### config.mk
export PLATFORM = sky130hd
export DESIGN_NAME = at_axi_kopru
export DESIGN_NICKNAME = d
export VERILOG_FILES = /design/src/rtl/at_axi_kopru.sv
export SDC_FILE = /design/constraint.sdc
export NUM_CORES = 1
export LEC_CHECK = 0
export ABC_AREA = 1
export CAP_MARGIN = 20
export CORE_MARGIN = 1.5
export CORE_UTILIZATION = 40
export CTS_BUF_LIST = sky130_fd_sc_hd__clkbuf_8
export DETAILED_ROUTE_END_ITERATION = 16
export PLACE_DENSITY = 0.92
export SYNTH_ARGS = -nofsm -noshare
export SYNTH_HDL_FRONTEND = slang
export SYNTH_SLANG_ARGS = --single-unit
### constraint.sdc
create_clock -name clk_g -period 5.4 [get_ports clk_g]
set_clock_uncertainty 0.1 [all_clocks]
set_input_delay 0.81 -clock clk_g [delete_from_list [all_inputs] [get_ports clk_g]]
set_output_delay 0.81 -clock clk_g [all_outputs]
set_load 0.02 [all_outputs]
### src/rtl/at_axi_kopru.sv
// at_axi_kopru: AXI4-Lite slave to at_* register-bus bridge for the SPI controller.
// Define AXI_TIMEOUT_EN to compile in the acknowledge timeout counter.
module at_axi_kopru #(
   parameter int ADRES_BIT = 32,
   parameter int TIMEOUT   = 255
) (
   input  logic                 clk_g,
   input  logic                 rst_g,
   input  logic [ADRES_BIT-1:0] axi_awaddr_g,
   input  logic                 axi_awvalid_g,
   output logic                 axi_awready_c,
   input  logic [31:0]          axi_wdata_g,
   input  logic [3:0]           axi_wstrb_g,
   input  logic                 axi_wvalid_g,
   output logic                 axi_wready_c,
   output logic [1:0]           axi_bresp_c,
   output logic                 axi_bvalid_c,
   input  logic                 axi_bready_g,
   input  logic [ADRES_BIT-1:0] axi_araddr_g,
   input  logic                 axi_arvalid_g,
   output logic                 axi_arready_c,
   output logic [31:0]          axi_rdata_c,
   output logic [1:0]           axi_rresp_c,
   output logic                 axi_rvalid_c,
   input  logic                 axi_rready_g,
   output logic [ADRES_BIT-1:0] at_adres_c,
   output logic [31:0]          at_yaz_veri_c,
   output logic                 at_yaz_gecerli_c,
   output logic                 at_gecerli_c,
   input  logic [31:0]          at_oku_veri_g,
   input  logic                 at_oku_gecerli_g,
   input  logic                 at_mesgul_g
);

   localparam logic [2:0] IDLE   = 3'd0;
   localparam logic [2:0] ISTEK  = 3'd1;
   localparam logic [2:0] BEKLE  = 3'd2;
   localparam logic [2:0] BYANIT = 3'd3;
   localparam logic [2:0] RYANIT = 3'd4;

   localparam logic [1:0] OKAY   = 2'b00;
   localparam logic [1:0] SLVERR = 2'b10;

   localparam logic [15:0] SURE = 16'(TIMEOUT);

   logic [2:0] durum;
   logic       oncelik;
   logic       bos;
   logic       yaz_uygun;
   logic       oku_uygun;
   logic       yaz_sec;
   logic       oku_sec;
   logic       yasak;

`ifdef AXI_TIMEOUT_EN
   logic [15:0] sayac;
`else
   wire unused_sure = ^SURE;
`endif

   assign bos       = (durum == IDLE) && !rst_g;
   assign yaz_uygun = axi_awvalid_g && axi_wvalid_g;
   assign oku_uygun = axi_arvalid_g;

   // oncelik=1 lets a pending write beat a simultaneous read
   assign yaz_sec = bos && yaz_uygun && (oncelik || !oku_uygun);
   assign oku_sec = bos && oku_uygun && !yaz_sec;

   assign axi_awready_c = yaz_sec;
   assign axi_wready_c  = yaz_sec;
   assign axi_arready_c = oku_sec;

   assign yasak = yaz_sec
      ? ((axi_awaddr_g[1:0] != 2'b00) || (axi_wstrb_g != 4'hF))
      : (axi_araddr_g[1:0] != 2'b00);

   assign at_gecerli_c = (durum == ISTEK) && !at_mesgul_g;

   always_ff @(posedge clk_g or posedge rst_g) begin
      if (rst_g) begin
         durum            <= IDLE;
         oncelik          <= 1'b0;
         at_adres_c       <= '0;
         at_yaz_veri_c    <= '0;
         at_yaz_gecerli_c <= 1'b0;
         axi_bresp_c      <= OKAY;
         axi_bvalid_c     <= 1'b0;
         axi_rdata_c      <= '0;
         axi_rresp_c      <= OKAY;
         axi_rvalid_c     <= 1'b0;
`ifdef AXI_TIMEOUT_EN
         sayac            <= '0;
`endif
      end else begin
         case (durum)
            IDLE: begin
               if (yaz_sec || oku_sec) begin
                  oncelik          <= !oncelik;
                  at_yaz_gecerli_c <= yaz_sec;
                  at_adres_c       <= yaz_sec ? axi_awaddr_g : axi_araddr_g;
                  axi_rdata_c      <= '0;
                  if (yaz_sec)
                     at_yaz_veri_c <= axi_wdata_g;
                  if (!yasak) begin
                     durum <= ISTEK;
                  end else if (yaz_sec) begin
                     axi_bresp_c  <= SLVERR;
                     axi_bvalid_c <= 1'b1;
                     durum        <= BYANIT;
                  end else begin
                     axi_rresp_c  <= SLVERR;
                     axi_rvalid_c <= 1'b1;
                     durum        <= RYANIT;
                  end
               end
            end
            ISTEK: begin
               if (!at_mesgul_g) begin
                  durum <= BEKLE;
`ifdef AXI_TIMEOUT_EN
                  sayac <= SURE;
`endif
               end
            end
            BEKLE: begin
               if (at_oku_gecerli_g) begin
                  if (at_yaz_gecerli_c) begin
                     axi_bresp_c  <= OKAY;
                     axi_bvalid_c <= 1'b1;
                     durum        <= BYANIT;
                  end else begin
                     axi_rdata_c  <= at_oku_veri_g;
                     axi_rresp_c  <= OKAY;
                     axi_rvalid_c <= 1'b1;
                     durum        <= RYANIT;
                  end
               end
`ifdef AXI_TIMEOUT_EN
               // last counted cycle without acknowledge: give up
               else if (sayac <= 16'd1) begin
                  if (at_yaz_gecerli_c) begin
                     axi_bresp_c  <= SLVERR;
                     axi_bvalid_c <= 1'b1;
                     durum        <= BYANIT;
                  end else begin
                     axi_rresp_c  <= SLVERR;
                     axi_rvalid_c <= 1'b1;
                     durum        <= RYANIT;
                  end
               end else begin
                  sayac <= sayac - 16'd1;
               end
`endif
            end
            BYANIT: begin
               if (axi_bready_g) begin
                  axi_bvalid_c     <= 1'b0;
                  at_yaz_gecerli_c <= 1'b0;
                  durum            <= IDLE;
               end
            end
            RYANIT: begin
               if (axi_rready_g) begin
                  axi_rvalid_c <= 1'b0;
                  durum        <= IDLE;
               end
            end
            default: durum <= IDLE;
         endcase
      end
   end

endmodule

Yosys cells after proc, flatten, opt, wreduce, memory -nomap -nowiden
Index checks and enable logic that the tools add are counted.
{"block": "classes", "add_sub_neg": 0, "multipliers": 0, "n_div": 0, "order_cmp": 0, "n_eq_ne": 15, "n_shift": 0, "n_mux": 43, "bitwise": 0, "reduce_logical": 31}
{"cell": "two-way mux 32 bit", "count": 4}
{"cell": "case mux 32 bit (2 select lines)", "count": 1}
{"cell": "two-way mux 3 bit", "count": 8}
{"cell": "two-way mux 2 bit", "count": 10}
{"cell": "inequality test 2 bit, second input constant", "count": 9}
{"cell": "case mux 3 bit (5 select lines)", "count": 1}
{"cell": "two-way mux 1 bit", "count": 14}
{"cell": "AND reduction 7 bit", "count": 2}
{"cell": "AND reduction 6 bit", "count": 2}
{"cell": "case mux 2 bit (2 select lines)", "count": 2}
{"cell": "nonzero test 2 bit", "count": 4}
{"cell": "logical AND 1 bit", "count": 7}
{"cell": "== test 3 x 2 -> 1 bit, second input constant", "count": 2}
{"cell": "case mux 1 bit (3 select lines)", "count": 2}
{"cell": "AND reduction 3 bit", "count": 2}
{"cell": "nonzero test 3 bit", "count": 2}
{"cell": "logical NOT 1 bit", "count": 5}
{"cell": "AND reduction 5 bit", "count": 1}
{"cell": "inequality test 4 bit, second input constant", "count": 1}
{"cell": "AND reduction 4 bit", "count": 1}
{"cell": "== test 3 x 1 -> 1 bit, second input constant", "count": 1}
{"cell": "== test 3 bit, second input constant", "count": 1}
{"cell": "logical NOT 3 bit", "count": 1}
{"cell": "logical OR 1 bit", "count": 3}
{"cell": "3 further kinds", "count": 3}
{"block": "word_totals", "ff_bits": 107, "latch_bits": 0, "mem_bits_rw": 0, "rom_bits": 0, "wordCells": 99, "memories": 0}

Depth between registers and ports, before layout
{"block": "logic_depth", "word_depth": 9, "depth_mapped": 10, "depth_no_buf": 10}

Worst setup path before layout
No wires, ideal clock.
{"block": "synth_path", "kind": "input-to-output", "start": "input rst_g", "end": "output axi_wready_c", "arrival_ns": 4.074, "t_required_ns": 4.490, "slack_ns": 0.416, "cell_stages": 6, "cell_sequence": "inv_1 -> nand3_4 -> nor2_4 -> buf_6 -> buf_2 -> buf_4"}
{"block": "synth_between", "elab_chain_cells": 4}
{"element": "from (decl)", "line_no": "8", "rtl": "input logic rst_g,"}
{"element": "logical NOT 1 bit (no line)"}
{"element": "logical AND 1 bit", "line_no": "61", "rtl": "assign bos = (durum == IDLE) && !rst_g;"}
{"element": "logical AND 1 bit (2 in a row)", "line_no": "66", "rtl": "assign yaz_sec = bos && yaz_uygun && (oncelik || !oku_uygun);"}
{"element": "to (decl)", "line_no": "15", "rtl": "output logic axi_wready_c,"}
Every way passes these cells.

Worst setup path after layout
{"block": "layout_path", "start": "input axi_arvalid_g", "end": "output axi_arready_c"}
{"block": "layout_between", "elab_chain_cells": 5, "word_cells_on_any_way": 6, "classes_between": "reduce/logical (6)"}
{"element": "from (decl)", "line_no": "20", "rtl": "input logic axi_arvalid_g,"}
{"element": "logical NOT 1 bit", "line_no": "66"}
{"element": "logical OR 1 bit", "line_no": "66"}
{"element": "logical AND 1 bit", "line_no": "66"}
{"element": "logical NOT 1 bit", "line_no": "67", "rtl": "assign oku_sec = bos && oku_uygun && !yaz_sec;"}
{"element": "logical AND 1 bit (*)", "line_no": "67"}
{"element": "to (decl)", "line_no": "21", "rtl": "output logic axi_arready_c,"}
Every way passes the cells marked *; elsewhere a longest branch is shown, timed or not.

==> flow_summary.json <==
{
  "status": "complete, no violations",
  "clockRootBuffer": "clkbuf_8",
  "power_w": 0.00384,
  "clk_latency_ns": 0.37,
  "clk_pin_slew_ns": 0.10,
  "numPortBuffers": 245,
  "max-clock-path-buffers": 2,
  "wl_mm": 13.7,
  "synth_cell_types": 32,
  "vias_per_cell": 4.78,
  "fin_crit_sh_pct": 70.3,
  "cpPeakStageDelay_ns": 0.72,
  "grt_pass1_vias": 4397,
  "end_kind": "output port",
  "grt_pass1_wl_mm": 21.4,
  "syn2layout_area_growth_pct": 58.8,
  "yosys_warnings": 0,
  "cts_tree": "built",
  "combPwrFrac_pct": 51.8,
  "power_density_nw_per_um2": 531,
  "die-area_um2": 12100,
  "finish.utilization_pct": 65.9,
  "antenna_found_initial": 0,
  "synth_edf_count": 0,
  "crit_chain": "clkdlybuf4s50_1 > nand2_1 > nand2_1 > nor2_4 > nor3_1 > clkdlybuf4s50_1",
  "yosysMostFrequentCell": "nand2_1",
  "cpMaxStageDelayCell": "clkdlybuf4s50_1",
  "pwr-share-clk_pct": 11.9,
  "ys_seq_area_share_pct": 57.6,
  "num_io_pins": 248,
  "netlist_instances": 540,
  "dp_hpwl_mm": 10.1,
  "synth_top_area_cell": "dfrtp_1",
  "cts-resized-gates": 0,
  "fin_tns_setup_ns": 0,
  "hold_violations": 0,
  "cts_made_buffers": 9,
  "drive_gt1_share_pct": 4.11,
  "synth_top_area_share_pct": 57.6,
  "die_h_um": 110,
  "synthTopCellsByArea": "dfrtp_1, nand2_1, o21ai_1",
  "worstSetupStartpointType": "input port",
  "rrSetupSlack_ns": 2.62,
  "cellLeakagePower_nw": 3.35,
  "drc": 0,
  "overflow": 0,
  "cp_num_buf_inv": 2,
  "grtUsageTotal_pct": 23.2,
  "p_switching_w": 0.00158,
  "peakVddDrop_v": 0.000292,
  "ys.flop_type": "dfrtp_1",
  "rows": 38,
  "dp.cells": 902,
  "first_pass_iters": 4,
  "num_antenna_cells": 0,
  "cts.sinks": 105,
  "ctsHoldBuffers": 0,
  "fin_nets": 914,
  "swShare_pct": 41.1,
  "ys_ff_latch": 105,
  "cp_top_family": "buffers and inverters",
  "coreArea_um2": 11000,
  "cp.depth": 6,
  "initial_utilization_pct": 41.5,
  "place.gp.congestion": 0.796,
  "rsz0062_at_grt": "no",
  "syn_avg_cell_area_um2": 8.45,
  "worstSetupPathType": "input port to output port",
  "maxSlewViolCount": 0,
  "timing.final.crit_period_ns": 3.80,
  "ff2ff_path_depth": 6,
  "postCtsSetupBuffers": 0,
  "netlist_top_cells_count": "nand2_1, dfrtp_1, o21ai_1, inv_1, o21ai_0",
  "ant_nets": 0,
  "crit_required_ns": 4.49,
  "vias": 4384,
  "r2r-end": "at_adres_c[1]$_DFFE_PP0P_",
  "intPower_w": 0.00227,
  "pwr-share-seq_pct": 36.3,
  "min_path_type": "register to register",
  "finalNonFillerCells": 918,
  "cp_data_arrival_time_ns": 2.89,
  "placed_area_um2": 7070,
  "grt_max_degree": 65,
  "wire_per_inst_um": 14.9,
  "async_reset_ff_share_pct": 100,
  "hp-start": "oncelik$_DFFE_PP0P_",
  "hold_depth": 1,
  "min_to": "oncelik$_DFFE_PP0P_",
  "drv_cap": 0,
  "die_w_um": 110,
  "max_slew_margin_pct": 31.5,
  "netlist_area_um2": 4560,
  "reg2reg_from": "durum[0]$_DFFE_PP0P_",
  "tightest_slew_ns": 1.03,
  "crit_fanout": 19,
  "drtIter0Drc": 275,
  "max_freq_mhz": 263,
  "finalSetupViolations": 0,
  "stdcell_area_um2": 7240,
  "htreeDepth": 3
}
logic make-up after synthesis:
family | after synthesis | share of synthesized area, %
AO/OA/AOI/OAI | 103 | 11.8
XOR/XNOR | 1 | 0.192
buffers and inverters | 75 | 7.35
flip-flops | 105 | 57.6
other | 1 | 0.0822
AND/OR/NAND/NOR | 255 | 23.0
worst max-delay path by stage:
| stage | startpoint | endpoint | slack (ns) |
|---|---|---|---|
| finish | axi_arvalid_g | axi_arready_c | 1.60 |
| global route | axi_arvalid_g | axi_arready_c | 1.41 |
| CTS | axi_arvalid_g | axi_arready_c | 1.54 |
| detailed placement | axi_arvalid_g | axi_arready_c | 1.54 |
| global placement | axi_arvalid_g | axi_arready_c | 1.56 |
| floorplan | rst_g | axi_wready_c | 0.42 |
stage by stage:
stage                     setup WS (ns)  hold slack [ns]
final                              1.60            0.379
after global routing               1.41            0.386
after CTS                          1.54            0.377
after detailed placement           1.54            0.358
after global placement             1.56            0.353
after floorplan                   0.416            0.342
metal layers:
metal / global-route usage [%] / wire length (µm)
met1: 27.1 / 5420
met2: 40.2 / 6700
met3: 7.71 / 1270
met4: 7.42 / 320
met5: 0 / 0
sequential cells by signal (all words and copies together), names as in the netlist, 3 cells and up:
signal and flops:
at_yaz_veri_c 32, durum 3, at_adres_c 32, axi_rdata_c 32
layout make-up:
type                       count  area, µm²
inverter                      47        179
clock buffer                   9        124
tap                          140        175
multi-input combinational    361       1600
fill                         900       3740
clock inverter                 7       51.3
sequential                   105       2630
timing repair buffer         249       2480
layout by cell type, fill, tap and decap left out, types with 9 or more instances in the layout:
cell type        synthesis  final
clkdlybuf4s50_1          0    245
clkbuf_8                 0      9
o21ai_1                 51     51
nand2_1                191    191
o21ai_0                 46     46
nor2_1                  42     42
nand3_1                  9      9
dfrtp_1                105    105
inv_1                   46     46
power groups by stage:
| stage | sequential, W | combinational, W | clock (W) |
|---|---|---|---|
| after CTS | 0.00139 | 0.00202 | 0.000473 |
| final | 0.00140 | 0.00199 | 0.000456 |
| after floorplan | 0.00184 | 0.000544 | 0 |
| after detailed placement | 0.00140 | 0.00201 | 0 |
| after global placement | 0.00139 | 0.00196 | 0 |
| after global routing | 0.00144 | 0.00216 | 0.000500 |
(Power assumes the default switching activity.)
